### src/rtl/ram_fifo_ctrl.sv
// FIFO controller in front of a single-port RAM. It arbitrates between push and
// pop so that at most one RAM access happens per cycle. Read data comes back
// through a two-stage valid pipeline and is registered into pop_data.
module ram_fifo_ctrl #(
    parameter int unsigned DATA_W = 10,
    parameter int unsigned ADDR_W = 8
) (
    input  logic              clk,
    input  logic              rst,
    input  logic              push,
    input  logic [DATA_W-1:0] push_data,
    output logic              push_ready,
    input  logic              pop,
    output logic              pop_ready,
    output logic [DATA_W-1:0] pop_data,
    output logic              pop_valid,
    input  logic              flush,
    output logic              full,
    output logic              empty,
    output logic [ADDR_W:0]   count,
    output logic              err_ovf,
    output logic              err_udf,
    output logic              ram_en,
    output logic              ram_we,
    output logic [ADDR_W-1:0] ram_addr,
    output logic [DATA_W-1:0] ram_din,
    input  logic [DATA_W-1:0] ram_dout
);

    // Count value meaning "completely full" (DEPTH = 2**ADDR_W).
    localparam logic [ADDR_W:0]   DepthCnt = {1'b1, {ADDR_W{1'b0}}};
    localparam logic [ADDR_W-1:0] PtrOne   = 1;
    localparam logic [ADDR_W:0]   CntOne   = 1;

    typedef enum logic {GrantPush, GrantPop} grant_e;

    logic [ADDR_W-1:0] r_wr_ptr;
    logic [ADDR_W-1:0] r_rd_ptr;
    logic [ADDR_W:0]   r_count;
    logic [1:0]        r_vpipe;
    logic [DATA_W-1:0] r_pop_data;
    logic              r_pop_valid;
    logic              r_err_ovf;
    logic              r_err_udf;
    grant_e            r_last_grant;

    logic w_push_ok;
    logic w_pop_ok;
    logic w_contend;
    logic w_push_acc;
    logic w_pop_acc;

    assign full  = (r_count == DepthCnt);
    assign empty = (r_count == '0);
    assign count = r_count;

    // Arbitration: round-robin on contention, nothing granted during flush or reset.
    always_comb begin
        w_push_ok  = push & ~full;
        w_pop_ok   = pop & ~empty;
        w_contend  = w_push_ok & w_pop_ok;
        w_push_acc = 1'b0;
        w_pop_acc  = 1'b0;
        if (!flush && !rst) begin
            if (w_contend) begin
                if (r_last_grant == GrantPush) begin
                    w_pop_acc = 1'b1;
                end else begin
                    w_push_acc = 1'b1;
                end
            end else begin
                w_push_acc = w_push_ok;
                w_pop_acc  = w_pop_ok;
            end
        end
    end

    assign push_ready = w_push_acc;
    assign pop_ready  = w_pop_acc;
    assign ram_en     = w_push_acc | w_pop_acc;
    assign ram_we     = w_push_acc;
    assign ram_addr   = w_push_acc ? r_wr_ptr : r_rd_ptr;
    assign ram_din    = push_data;
    assign pop_data   = r_pop_data;
    assign pop_valid  = r_pop_valid;
    assign err_ovf    = r_err_ovf;
    assign err_udf    = r_err_udf;

    // Pointers, occupancy and round-robin state.
    always_ff @(posedge clk or posedge rst) begin
        if (rst) begin
            r_wr_ptr     <= '0;
            r_rd_ptr     <= '0;
            r_count      <= '0;
            r_last_grant <= GrantPush;
        end else if (flush) begin
            r_wr_ptr     <= '0;
            r_rd_ptr     <= '0;
            r_count      <= '0;
            r_last_grant <= GrantPush;
        end else begin
            if (w_contend) begin
                r_last_grant <= w_pop_acc ? GrantPop : GrantPush;
            end
            if (w_push_acc) begin
                r_wr_ptr <= r_wr_ptr + PtrOne;
                r_count  <= r_count + CntOne;
            end else if (w_pop_acc) begin
                r_rd_ptr <= r_rd_ptr + PtrOne;
                r_count  <= r_count - CntOne;
            end
        end
    end

    // Sticky error flags; only reset or flush clears them.
    always_ff @(posedge clk or posedge rst) begin
        if (rst) begin
            r_err_ovf <= 1'b0;
            r_err_udf <= 1'b0;
        end else if (flush) begin
            r_err_ovf <= 1'b0;
            r_err_udf <= 1'b0;
        end else begin
            if (push && full) begin
                r_err_ovf <= 1'b1;
            end
            if (pop && empty) begin
                r_err_udf <= 1'b1;
            end
        end
    end

    // Read-return pipeline: RAM data is valid one edge after the access edge and
    // captured on the following edge. Flush kills in-flight reads but keeps pop_data.
    always_ff @(posedge clk or posedge rst) begin
        if (rst) begin
            r_vpipe     <= '0;
            r_pop_valid <= 1'b0;
            r_pop_data  <= '0;
        end else if (flush) begin
            r_vpipe     <= '0;
            r_pop_valid <= 1'b0;
        end else begin
            r_vpipe     <= {r_vpipe[0], w_pop_acc};
            r_pop_valid <= r_vpipe[1];
            if (r_vpipe[1]) begin
                r_pop_data <= ram_dout;
            end
        end
    end

endmodule

### config.mk
export PLATFORM = sky130hd
export DESIGN_NAME = ram_fifo_ctrl
export DESIGN_NICKNAME = d
export VERILOG_FILES = /design/src/rtl/ram_fifo_ctrl.sv
export SDC_FILE = /design/constraint.sdc
export NUM_CORES = 1
export LEC_CHECK = 0
export CORE_MARGIN = 8
export CORE_UTILIZATION = 47
export CTS_CLUSTER_DIAMETER = 30
export DETAILED_ROUTE_END_ITERATION = 7
export GPL_TIMING_DRIVEN = 1
export MAX_ROUTING_LAYER = met4
export PLACE_DENSITY = 0.87
export SYNTH_ARGS = -nofsm -noshare
export SYNTH_HDL_FRONTEND = slang
export SYNTH_SLANG_ARGS = --single-unit
### constraint.sdc
create_clock -name clk -period 4 [get_ports clk]
set_clock_uncertainty 0.15 [all_clocks]
set_input_delay 0.8 -clock clk [delete_from_list [all_inputs] [get_ports clk]]
set_output_delay 0.8 -clock clk [all_outputs]
set_load 0.03 [all_outputs]
Word level (Yosys, flattened, before mapping). Index checks and enable logic that the tools add are counted.

Word-level logic and storage cells: 60. Register bits: 41. Input bits: 25. Output and inout bits: 46.

Muxes and demuxes: 24. Equality and inequality tests: 2. Reductions and logical operators: 14. $add $sub $neg: 4. Bitwise gates (word level): 7.

Operators by type and width (count): 8-bit two-way mux (6); 9-bit two-way mux (3); 8-bit by 1-bit adder with 8-bit output (second input constant) (2); 1-bit two-way mux (14); 2-bit nonzero test (5); 9-bit by 1-bit adder with 9-bit output (second input constant) (1); 9-bit == test (second input constant) (1); 9-bit logical NOT (1); 9-bit by 1-bit subtractor with 9-bit output (second input constant) (1); 2-bit AND reduction (2); 1-bit AND (3); 1-bit logical AND (3); 1-bit NOT (3); 3-bit nonzero test (1); 1-bit logical NOT (2); 2-bit two-way mux (1); 2-bit inequality test (second input constant) (1); 1-bit OR (1).

Depth between registers and ports, before layout. Gate-level depths: netlist of the first run.

Depth in word-level cells: 9. Gate-level depth with buffers: 13. Mapped depth without buffers: 12.

Least setup slack after synthesis of the first run. Ideal clock, no wire load.

Path kind: register -> register. Start: register r_count[1] (netlist: count[1]). End: register r_count[8] (netlist: count[8]). Period minus slack after synthesis: 4019 ps. Arrival time: 3744 ps. Path slack: -19 ps. Setup time: 125 ps. Required time: 3725 ps. Path buffers: 1. Cell stages (with the launch flop): 14. Cell sequence: dfrtp_1 nor4_4 nand3_1 inv_1 a311o_1 inv_1 clkbuf_1 fa_1 nor2b_1 o2111ai_1 and3_1 or3_1 a31o_1 mux2_4.

Word-level cells in the longest chain between the ends: 8. Elaborated cells between the ends (all ways): 17. Those cells by class: add/sub (2); eq/ne (1); mux (7); bitwise (5); reduce/logical (2).

Ends and longest elaborated chain: start, declared (RTL line 39) `logic [ADDR_W:0] r_count;`; start signal, assigned (RTL line 107) `r_count <= r_count + CntOne;`; start signal, assigned (RTL line 110) `r_count <= r_count - CntOne;`; 9-bit == test (*) (RTL line 53) `assign full = (r_count == DepthCnt);`; named net full (RTL line 18) `output logic full,`; 1-bit NOT (*) (RTL line 59) `w_push_ok = push & ~full;`; 1-bit AND (*) (RTL line 59); 1-bit AND (RTL line 61) `w_contend = w_push_ok & w_pop_ok;`; 1-bit two-way mux (*) (RTL line 65) `if (w_contend) begin`; 1-bit two-way mux (*) (RTL line 64) `if (!flush && !rst) begin`; named net push_ready (RTL line 12) `output logic push_ready,`; 9-bit two-way mux (RTL line 105) `if (w_push_acc) begin`; 9-bit two-way mux (RTL line 96) `end else if (flush) begin`.

The timed path passes the listed nets; every way through them passes the cells marked *. The select of a mux whose other input is x is not followed. A chain may end at the register's enable or synchronous reset.

Worst setup path after layout of the first run.
Start: input flush. End: output ram_addr[0].

Word-level cells in the longest chain between the ends: 4.

Ends and longest elaborated chain: start, declared (RTL line 17) `input logic flush,`; 1-bit logical NOT (RTL line 64); 1-bit logical AND (RTL line 64); 1-bit two-way mux (RTL line 64); 8-bit two-way mux (RTL line 82) `assign ram_addr = w_push_acc ? r_wr_ptr : r_rd_ptr;`; end, declared (RTL line 25) `output logic [ADDR_W-1:0] ram_addr,`.

Every way passes these cells.

==> results of run 1 <==
[routing by layer]
metal,vias up,wire length [um],track usage [%]
met5,-,0,-
met4,0,37,3.91
met3,6,356,3.69
met2,63,2480,24.0
met1,900,2320,18.0
li1,899,-,-
[through the flow]
step	instances	total power (W)	cell area [sq um]	utilization, %
floorplan	241	0.00131	2320	-
global placement	345	0.00161	2840	59.8
detailed placement	345	0.00164	2840	59.8
CTS	353	0.00204	2980	62.7
global route	353	0.00215	2980	62.7
finish	353	0.00203	2980	62.7
[cells in the mapped netlist (2+ instances only)]
cell      number  share of area (%)
o21ai_0       10                2.2
mux2_2        10                4.9
a21boi_0       2               0.65
buf_4         11                3.6
nand3b_1       2               0.65
xor2_1        11                4.2
a21oi_1        7                1.5
nor2_1        22                3.6
ha_1          10                5.4
xnor2_1        5                1.9
inv_1          7                1.1
nor2b_1        4                1.1
a311oi_1       2               0.76
nand2_1       43                7.0
nor4_4         2                1.8
and3_1         3               0.81
nand4_1        5                1.3
nand3_1        7                1.5
mux2i_1        3                1.3
and4_1         2               0.76
nor3_1         3               0.65
o31ai_1        3               0.97
dfrtp_1       41                 44
clkbuf_1       8                1.3
nand2b_1       4                1.1
[cell families after synthesis]
| family | count (synthesis) |
|---|---|
| mux | 14 |
| fa+ha+maj | 11 |
| flops | 41 |
| compound gates | 31 |
| xor+xnor | 16 |
| buf+inv | 27 |
| simple gates | 101 |
[final cells by class]
type                    count  area (sq um)
multi-input cells         173          1150
inverters                   7          26.3
flip-flops and latches     41          1030
well taps                  67          83.8
fillers                   420          1770
clock inverters             3          68.8
repair buffers             57           558
clock buffers               5          68.8
[worst min-delay path by stage]
| stage | to | startpoint | slack, ps | cells after the start |
|---|---|---|---|---|
| finish | r_vpipe[1]$_DFF_PP0_ | r_vpipe[0]$_DFF_PP0_ | 330 | 1 |
| global placement | r_vpipe[1]$_DFF_PP0_ | r_vpipe[0]$_DFF_PP0_ | 290 | 1 |
| floorplan | r_vpipe[1]$_DFF_PP0_ | r_vpipe[0]$_DFF_PP0_ | 290 | 1 |
| global route | r_vpipe[1]$_DFF_PP0_ | r_vpipe[0]$_DFF_PP0_ | 360 | 1 |
| detailed placement | r_vpipe[1]$_DFF_PP0_ | r_vpipe[0]$_DFF_PP0_ | 320 | 1 |
| CTS | r_vpipe[1]$_DFF_PP0_ | r_vpipe[0]$_DFF_PP0_ | 340 | 1 |
[power groups by stage]
stage | sequential [W] | combinational, W | clock (W)
floorplan | 0.000795 | 0.000512 | 0
global placement | 0.000624 | 0.000983 | 0
detailed placement | 0.000630 | 0.00101 | 0
CTS | 0.000624 | 0.00101 | 0.000408
global route | 0.000639 | 0.00108 | 0.000426
finish | 0.000623 | 0.00101 | 0.000402
[state kept, by name, summed over array words and instances (netlist names)]
signal	flops
err_ovf	1
err_udf	1
r_vpipe	2
r_rd_ptr	8
r_wr_ptr	8
r_last_grant	1
pop_valid	1
count	9
pop_data	10
==> run_results.csv, run 1 <==
group,metric,value,unit
placement,routabilityCongestion,0.852,
timing,setup_slack,212,ps
power_and_ir_drop,power.internal,0.00122,W
logic_synthesis,synth_top_family_by_area,"simple AND/OR/NAND/NOR gates",
logic_synthesis,ys_ff_latch,41,
grt,grt_usage,14.8,%
clock_network,insertion_delay,290,ps
timing,period_needed,3790,ps
logic_synthesis,syn_area,2320,sq um
grt,overflow,0,
setup_path,crit_fanout,10,
grt,grt_pass1_vias,1870,
clock_network,cts_made_buffers,5,
finish,finish.net_count,321,
logic_synthesis,synth_edf_count,0,
finish,final_layout_size_suffix_gt1_share,12.6,%
power_and_ir_drop,p_leak,1.34,nW
timing,fin_setup_tns,0,ps
setup_path,start_kind,"primary input",
die,ios,71,
die,rows,25,
timing,whs,330,ps
setup_path,timing.critical_path.to,"ram_addr[0]",
timing,worst_pin_slew,856,ps
finish,antenna_cells,0,
setup_path,crit_buf_inv,3,
grt,grt_pass1_wl,8720,um
logic_synthesis,ys_warn_count,0,
timing,fmax,0.264,GHz
placement,hpwl,3850,um
setup_path,r2r-end,"count[8]$_DFFE_PP0P_",
logic_synthesis,synth_xor_xnor_area_share,6.04,%
logic_synthesis,synth_nets,277,
logic_synthesis,synth_ff_type,"dfrtp_1",
power_and_ir_drop,p_clk_share,19.8,%
power_and_ir_drop,power_density,682,nW/um^2
die,dieArea,7440,sq um
clock_network,cts_max_path_buffers,2,
power_and_ir_drop,p_sw_share,39.8,%
finish,final_cell_mix,"clkdlybuf4s50_1 (47), nand2_1 (43), dfrtp_1 (41)",
clock_network,cts.clk_slew.worst_paths,90,ps
setup_path,slowest_stage,"clkdlybuf4s50_1",
setup_path,r2r_start,"count[1]$_DFFE_PP0P_",
routing,dr.pass1.iters,4,
die,initial_core_util,48.8,%
clock_network,root_buffer,"clkbuf_8",
setup_path,worstRegToRegCells,12,
setup_path,rrSetupSlack,460,ps
timing,drv_slew,0,
logic_synthesis,synthSimpleGateAreaFrac,21.4,%
setup_path,critPathMostFrequentCell,"nand2_1",
setup_path,worstSetupPathDepth,8,
placement,port_buffers,50,
timing,finalCritPeriodShare,94.7,%
logic_synthesis,synth_cells,241,
routing,viasPerCell,5.29,
routing,post-route-drc-count,0,
placement,dp_slack,67.5,ps
timing,timing_hold_violations_final,0,
logic_synthesis,synth_cell_types,39,
timing,setup_viol,0,
clock_network,postCtsHoldBufs,0,
logic_synthesis,syn_avg_cell_area,9.62,sq um
grt,antenna_found_initial,0,
power_and_ir_drop,share_comb_of_total_power,49.6,%
setup_path,cp-end-kind,"primary output",
timing,max_slew_margin,42.8,%
routing,drtIter0Drc,111,
logic_synthesis,synth-seq-area-share,44.3,%
setup_path,cp_data_required_time,3050,ps
routing,dr_total_vias,1868,
power_and_ir_drop,peakVddDrop,488,uV
routing,routedWlPerCell,14.7,um
clock_network,clock-sinks,41,
logic_synthesis,async_reset_ff_share,100,%
setup_path,path_delay_family,"buffers and inverters",
setup_path,crit_chain,"clkdlybuf4s50_1 > nor2_1 > nand2_1 > a311o_1 > inv_2 > nand2_1 > nand2_1 > clkdlybuf4s50_1",
clock_network,postCtsSetupBuffers,0,
power_and_ir_drop,seqPwrFrac,30.6,%
setup_path,critPathMaxStageDelay,690,ps
finish,layout_commonest_cell,"clkdlybuf4s50_1",
setup_path,cp-startpoint,"flush",
logic_synthesis,synthAdderAreaFrac,6.26,%
logic_synthesis,synthMuxAreaShare,6.80,%
grt,grt_start_max_net_pins,35,
clock_network,h-tree-depth,2,
logic_synthesis,synth_compound_area_share,9.07,%
clock_network,cts-resized-gates,0,
die,fp.coreArea,4750,sq um
power_and_ir_drop,switchingPower,0.000810,W
die,die_y,86.2,um
hold_path,hold_class,"reg2reg",
die,fp.dieW,86.2,um
routing,drtAntennaViolNets,0,
setup_path,critPathArrivalTime,2840,ps
timing,rsz0062_at_grt,"no",
routing,wirelength,5190,um
setup_path,crit_type,"in2out",
flow_run,drv_cap,0,
status,status,"finished clean",
finish,area_growth,28.6,%
clock_network,cts_tree,"done",
(Power assumes the default switching activity.)
==> inputs of run 2 (changes only) <==
ABC_CLOCK_PERIOD_IN_PS = 4000   (was not set)
RECOVER_POWER = 50   (was not set)
==> run_results.csv, run 2 (synthesis results as in run 1) <==
group,metric,value,unit
finish,finish.net_count,321,
setup_path,worstSetupPathDepth,8,
placement,hpwl,3850,um
routing,drtIter0Drc,111,
timing,worst_pin_slew,1770,ps
clock_network,cts.clk_slew.worst_paths,90,ps
hold_path,holdPathStages,1,
timing,timing_hold_violations_final,0,
timing,setup_viol,0,
clock_network,postCtsHoldBufs,0,
timing,period_needed,3790,ps
finish,final_layout_size_suffix_gt1_share,11.9,%
clock_network,h-tree-depth,2,
routing,viasPerCell,5.31,
power_and_ir_drop,share_comb_of_total_power,49.3,%
setup_path,critPathMostFrequentCell,"nand2_1",
die,die_y,86.2,um
routing,dr.pass1.iters,4,
setup_path,rrSetupSlack,460,ps
status,status,"finished, violations left",
timing,fin_setup_tns,0,ps
clock_network,cts_max_path_buffers,2,
placement,routabilityCongestion,0.852,
setup_path,r2r-end,"count[8]$_DFFE_PP0P_",
power_and_ir_drop,p_clk_share,19.9,%
grt,grt_usage,14.8,%
power_and_ir_drop,seqPwrFrac,30.8,%
clock_network,cts_tree,"done",
timing,drv_slew,35,
grt,overflow,0,
setup_path,slowest_stage,"clkdlybuf4s50_1",
grt,antenna_found_initial,0,
finish,n_fill_cell,420,
finish,stdcell_count,353,
die,rows,25,
setup_path,worstRegToRegCells,12,
die,fp.dieW,86.2,um
grt,grt_pass1_vias,1870,
placement,placed_area,2840,sq um
clock_network,insertion_delay,290,ps
setup_path,crit_type,"in2out",
die,ios,71,
hold_path,hold_class,"reg2reg",
routing,drtAntennaViolNets,0,
power_and_ir_drop,power_density,678,nW/um^2
setup_path,critPathMaxStageDelay,690,ps
status,violations,"capacitance limit, slew limit",
setup_path,start_kind,"primary input",
timing,max_slew_margin,-18.3,%
clock_network,cts_made_buffers,5,
timing,whs,330,ps
grt,grt_pass1_wl,8720,um
routing,wirelength,5200,um
routing,post-route-drc-count,0,
placement,place_inst,345,
setup_path,crit_buf_inv,3,
finish,final_util,62.6,%
placement,port_buffers,50,
routing,routedWlPerCell,14.7,um
setup_path,crit_fanout,10,
die,initial_core_util,48.8,%
hold_path,min_to,"r_vpipe[1]$_DFF_PP0_",
setup_path,cp-startpoint,"flush",
hold_path,min-delay-start,"r_vpipe[0]$_DFF_PP0_",
timing,rsz0062_at_grt,"no",
setup_path,crit_chain,"clkdlybuf4s50_1 > nor2_1 > nand2_1 > a311o_1 > inv_2 > nand2_1 > nand2_1 > clkdlybuf4s50_1",
clock_network,postCtsSetupBuffers,0,
clock_network,root_buffer,"clkbuf_8",
finish,fin_area,2970,sq um
finish,area_growth,28.3,%
power_and_ir_drop,power.internal,0.00121,W
timing,fmax,0.264,GHz
power_and_ir_drop,peakVddDrop,488,uV
timing,finalCritPeriodShare,94.7,%
setup_path,critPathArrivalTime,2840,ps
grt,grt_start_max_net_pins,35,
power_and_ir_drop,switchingPower,0.000810,W
clock_network,clock-sinks,41,
power_and_ir_drop,p_sw_share,40.1,%
clock_network,cts-resized-gates,0,
flow_run,drv_cap,1,
finish,antenna_cells,0,
finish,final_cell_mix,"nand2_1 (43), dfrtp_1 (41), clkdlybuf4s50_1 (38)",
setup_path,cp-end-kind,"primary output",
die,dieArea,7440,sq um
finish,layout_commonest_cell,"nand2_1",
routing,dr_total_vias,1876,
power_and_ir_drop,p_leak,1.35,nW
die,fp.coreArea,4750,sq um
setup_path,r2r_start,"count[1]$_DFFE_PP0P_",
setup_path,path_delay_family,"buffers and inverters",
finish,largest_reg_flops,10,
setup_path,cp_data_required_time,3050,ps
[run 2: changes by cell type in the layout (fill, tap and decap cells not counted), sizes merged]
| cell | previous run | this run |
|---|---|---|
| buf | 10 | 8 |
| clkdlybuf4s50 | 47 | 38 |
| dlygate4sd3 | 0 | 9 |
| clkbuf | 5 | 7 |
[run 2: worst max path at each step]
stage / slack (ps) / endpoint
after floorplan: 90 / count[8]$_DFFE_PP0P_
after global placement: 130 / ram_addr[5]
after detailed placement: 70 / count[8]$_DFFE_PP0P_
after CTS: 90 / ram_addr[0]
after global routing: 110 / ram_addr[2]
final: 210 / ram_addr[0]
[run 2: layout make-up]
| class | instances | area (sq um) | share of cell area (%) |
|---|---|---|---|
| clock inverters | 3 | 68.8 | 2.31 |
| inverters | 7 | 26.3 | 0.883 |
| well taps | 67 | 83.8 | 2.82 |
| clock buffers | 5 | 68.8 | 2.31 |
| multi-input cells | 173 | 1150 | 38.7 |
| repair buffers | 57 | 551 | 18.5 |
| flip-flops and latches | 41 | 1030 | 34.5 |
[run 2: through the flow]
step	worst slack [ps]	power (W)
final	213	0.00202
after global routing	113	0.00213
after CTS	85.1	0.00204
after detailed placement	67.5	0.00164
after global placement	127	0.00161
after floorplan	91.7	0.00131
[run 2: power by group through the flow]
stage / Combinational (W) / Sequential [W] / Clock [W]
global placement: 0.000983 / 0.000624 / 0
detailed placement: 0.00101 / 0.000630 / 0
finish: 0.000994 / 0.000621 / 0.000402
CTS: 0.00101 / 0.000624 / 0.000408
floorplan: 0.000512 / 0.000795 / 0
global route: 0.00107 / 0.000637 / 0.000426
[run 2: worst register-to-register path, delay by kind of cell, from the launching register on]
| kind | cells | cell delay (ps) |
|---|---|---|
| buf+inv | 2 | 250 |
| flops | 1 | 470 |
| compound gates | 3 | 560 |
| simple gates | 5 | 1280 |
| fa+ha+maj | 1 | 470 |
| mux | 1 | 250 |
[run 2: routing by layer]
layer  vias up  part of all wire, %  global-route usage, %
met5         -                    0                      -
met1       913                   45                   18.0
met4         0                 0.71                   3.91
li1        899                    -                      -
met3         6                  6.7                   3.69
met2        58                   48                   24.0
==> inputs of run 3 (changes only) <==
ABC_CLOCK_PERIOD_IN_PS = 3200   (was 4000)
CORE_UTILIZATION = 42   (was 47)
PLACE_DENSITY = 0.83   (was 0.87)
clock period = 3.2 ns   (was 4 ns; I/O delays follow)
==> run_results.csv, run 3 (synthesis results as in run 1) <==
group,metric,value,unit
status,status,"finished, violations left",
status,violations,"setup timing",
setup_path,crit_type,"reg2reg",
setup_path,critPathMaxStageDelay,430,ps
die,die_y,90.3,um
die,initial_core_util,42.9,%
die,fp.dieW,90.3,um
timing,fin_setup_tns,-30.1,ps
timing,setup_slack,-30.1,ps
finish,antenna_cells,0,
grt,grt_usage,13.9,%
clock_network,root_buffer,"clkbuf_8",
finish,layout_commonest_cell,"buf_4",
hold_path,holdPathStages,1,
power_and_ir_drop,peakVddDrop,510,uV
placement,place_inst,376,
setup_path,crit_buf_inv,3,
flow_run,drv_cap,0,
hold_path,hold_class,"reg2reg",
placement,routabilityCongestion,0.809,
finish,fin_area,3220,sq um
grt,grt_start_max_net_pins,35,
die,rows,27,
power_and_ir_drop,power_density,855,nW/um^2
grt,overflow,0,
clock_network,cts.clk_slew.worst_paths,80,ps
placement,port_buffers,50,
routing,drtIter0Drc,71,
finish,final_cell_mix,"buf_4 (46), nand2_1 (43), dfrtp_1 (36), clkdlybuf4s50_1 (36), nor2_1 (22)",
routing,wirelength,5510,um
setup_path,crit_fanout,8,
routing,routedWlPerCell,14.2,um
setup_path,cp-end-kind,"register",
finish,stdcell_count,389,
power_and_ir_drop,p_leak,1.49,nW
timing,worst_pin_slew,825,ps
clock_network,cts_tree,"done",
routing,dr.pass1.iters,4,
timing,setup_viol,1,
die,ios,71,
setup_path,crit_chain,"nor4_4 > nand3_2 > inv_2 > a311o_1 > buf_6 > inv_4 > fa_2 > nor2b_4 > o2111ai_2 > and3_4 > or3_4 > a31o_1 > mux2_4",
grt,antenna_found_initial,0,
routing,post-route-drc-count,0,
die,dieArea,8150,sq um
setup_path,start_kind,"register",
setup_path,critPathArrivalTime,3260,ps
finish,finish.net_count,352,
setup_path,path_delay_family,"simple AND/OR/NAND/NOR gates",
grt,grt_pass1_wl,9230,um
clock_network,insertion_delay,290,ps
timing,fmax,0.310,GHz
setup_path,slowest_stage,"dfrtp_2",
placement,placed_area,3020,sq um
routing,viasPerCell,4.97,
finish,final_layout_size_suffix_gt1_share,28.1,%
die,fp.coreArea,5410,sq um
timing,drv_slew,0,
setup_path,worstRegToRegCells,13,
placement,hpwl,4110,um
routing,dr_total_vias,1932,
timing,timing_hold_violations_final,0,
clock_network,h-tree-depth,2,
setup_path,rrSetupSlack,-30,ps
setup_path,worstSetupPathDepth,13,
clock_network,clock-sinks,41,
clock_network,cts_made_buffers,5,
routing,drtAntennaViolNets,0,
timing,max_slew_margin,45.0,%
timing,period_needed,3230,ps
clock_network,cts_max_path_buffers,2,
timing,finalCritPeriodShare,101,%
finish,area_growth,38.9,%
setup_path,cp_data_required_time,3230,ps
finish,largest_reg_flops,10,
timing,rsz0062_at_grt,"yes",
grt,grt_pass1_vias,1986,
## run 3: cell types whose count changed in the layout (fill, tap and decap cells not counted), moves of 2 or more
cell             delta
buf_4              +39
dlygate4sd3_1       -9
dfrtp_1             -5
dfrtp_2             +5
clkdlybuf4s50_1     -2
dlygate4sd2_1       +2
o21ai_0             -2
o21ai_1             +2
## run 3: area by class of cell
type,count,area (sq um)
clock buffers,6,82.6
multi-input cells,173,1200
repair buffers,88,751
clock inverters,2,37.5
inverters,7,28.8
fillers,482,2190
flip-flops and latches,41,1030
well taps,72,90.1
## run 3: worst paths after layout
kind	from	end
min	r_vpipe[0]$_DFF_PP0_	r_vpipe[1]$_DFF_PP0_
min in group asynchronous	rst	count[4]$_DFFE_PP0P_
max	count[0]$_DFFE_PP0P_	count[8]$_DFFE_PP0P_
min reg2reg	r_vpipe[0]$_DFF_PP0_	r_vpipe[1]$_DFF_PP0_
max in group asynchronous	rst	count[2]$_DFFE_PP0P_
max reg2reg	count[0]$_DFFE_PP0P_	count[8]$_DFFE_PP0P_
## run 3: worst register-to-register path, cell delays in order, from the launching register on
cell       delay [ps]
dfrtp_2           430
nor4_4            410
nand3_2           160
inv_2              90
a311o_1           130
buf_6             160
inv_4              40
fa_2              360
nor2b_4           130
o2111ai_2         120
and3_4            170
or3_4             360
a31o_1            180
mux2_4            250
## run 3: layer usage
| metal | share of wire (%) | global-route usage (%) | wire length, um |
|---|---|---|---|
| met4 | 1.9 | 5.13 | 102 |
| met5 | 0 | - | 0 |
| met3 | 3.2 | 3.57 | 174 |
| met2 | 51 | 24.0 | 2790 |
| met1 | 44 | 15.2 | 2450 |
## run 3: stage by stage
step	hold WS [ps]	utilization (%)	total power, W	setup WS [ps]
after floorplan	289	-	0.00165	-293
after global placement	298	55.9	0.00219	-413
after detailed placement	317	55.9	0.00222	-469
after CTS	360	58.6	0.00269	-16.6
after global routing	378	59.6	0.00293	-206
final	352	59.6	0.00275	-30.1
## run 3: timing repair
action | in CTS | in global routing
endpoints found under the hold margin | 0 | 0
setup endpoints to repair | 2 | 7
pin swaps | 1 | 4
resized for setup | 9 | 5
cloned | 0 | 0
setup buffers | 0 | 6
hold buffers | 0 | 0
## run 3: report_power, final
part,total (W),internal [W],switching [W]
Sequential,0.000755,0.000648,0.000107
Combinational,0.00157,0.000783,0.000786
Clock,0.000430,0.000254,0.000177
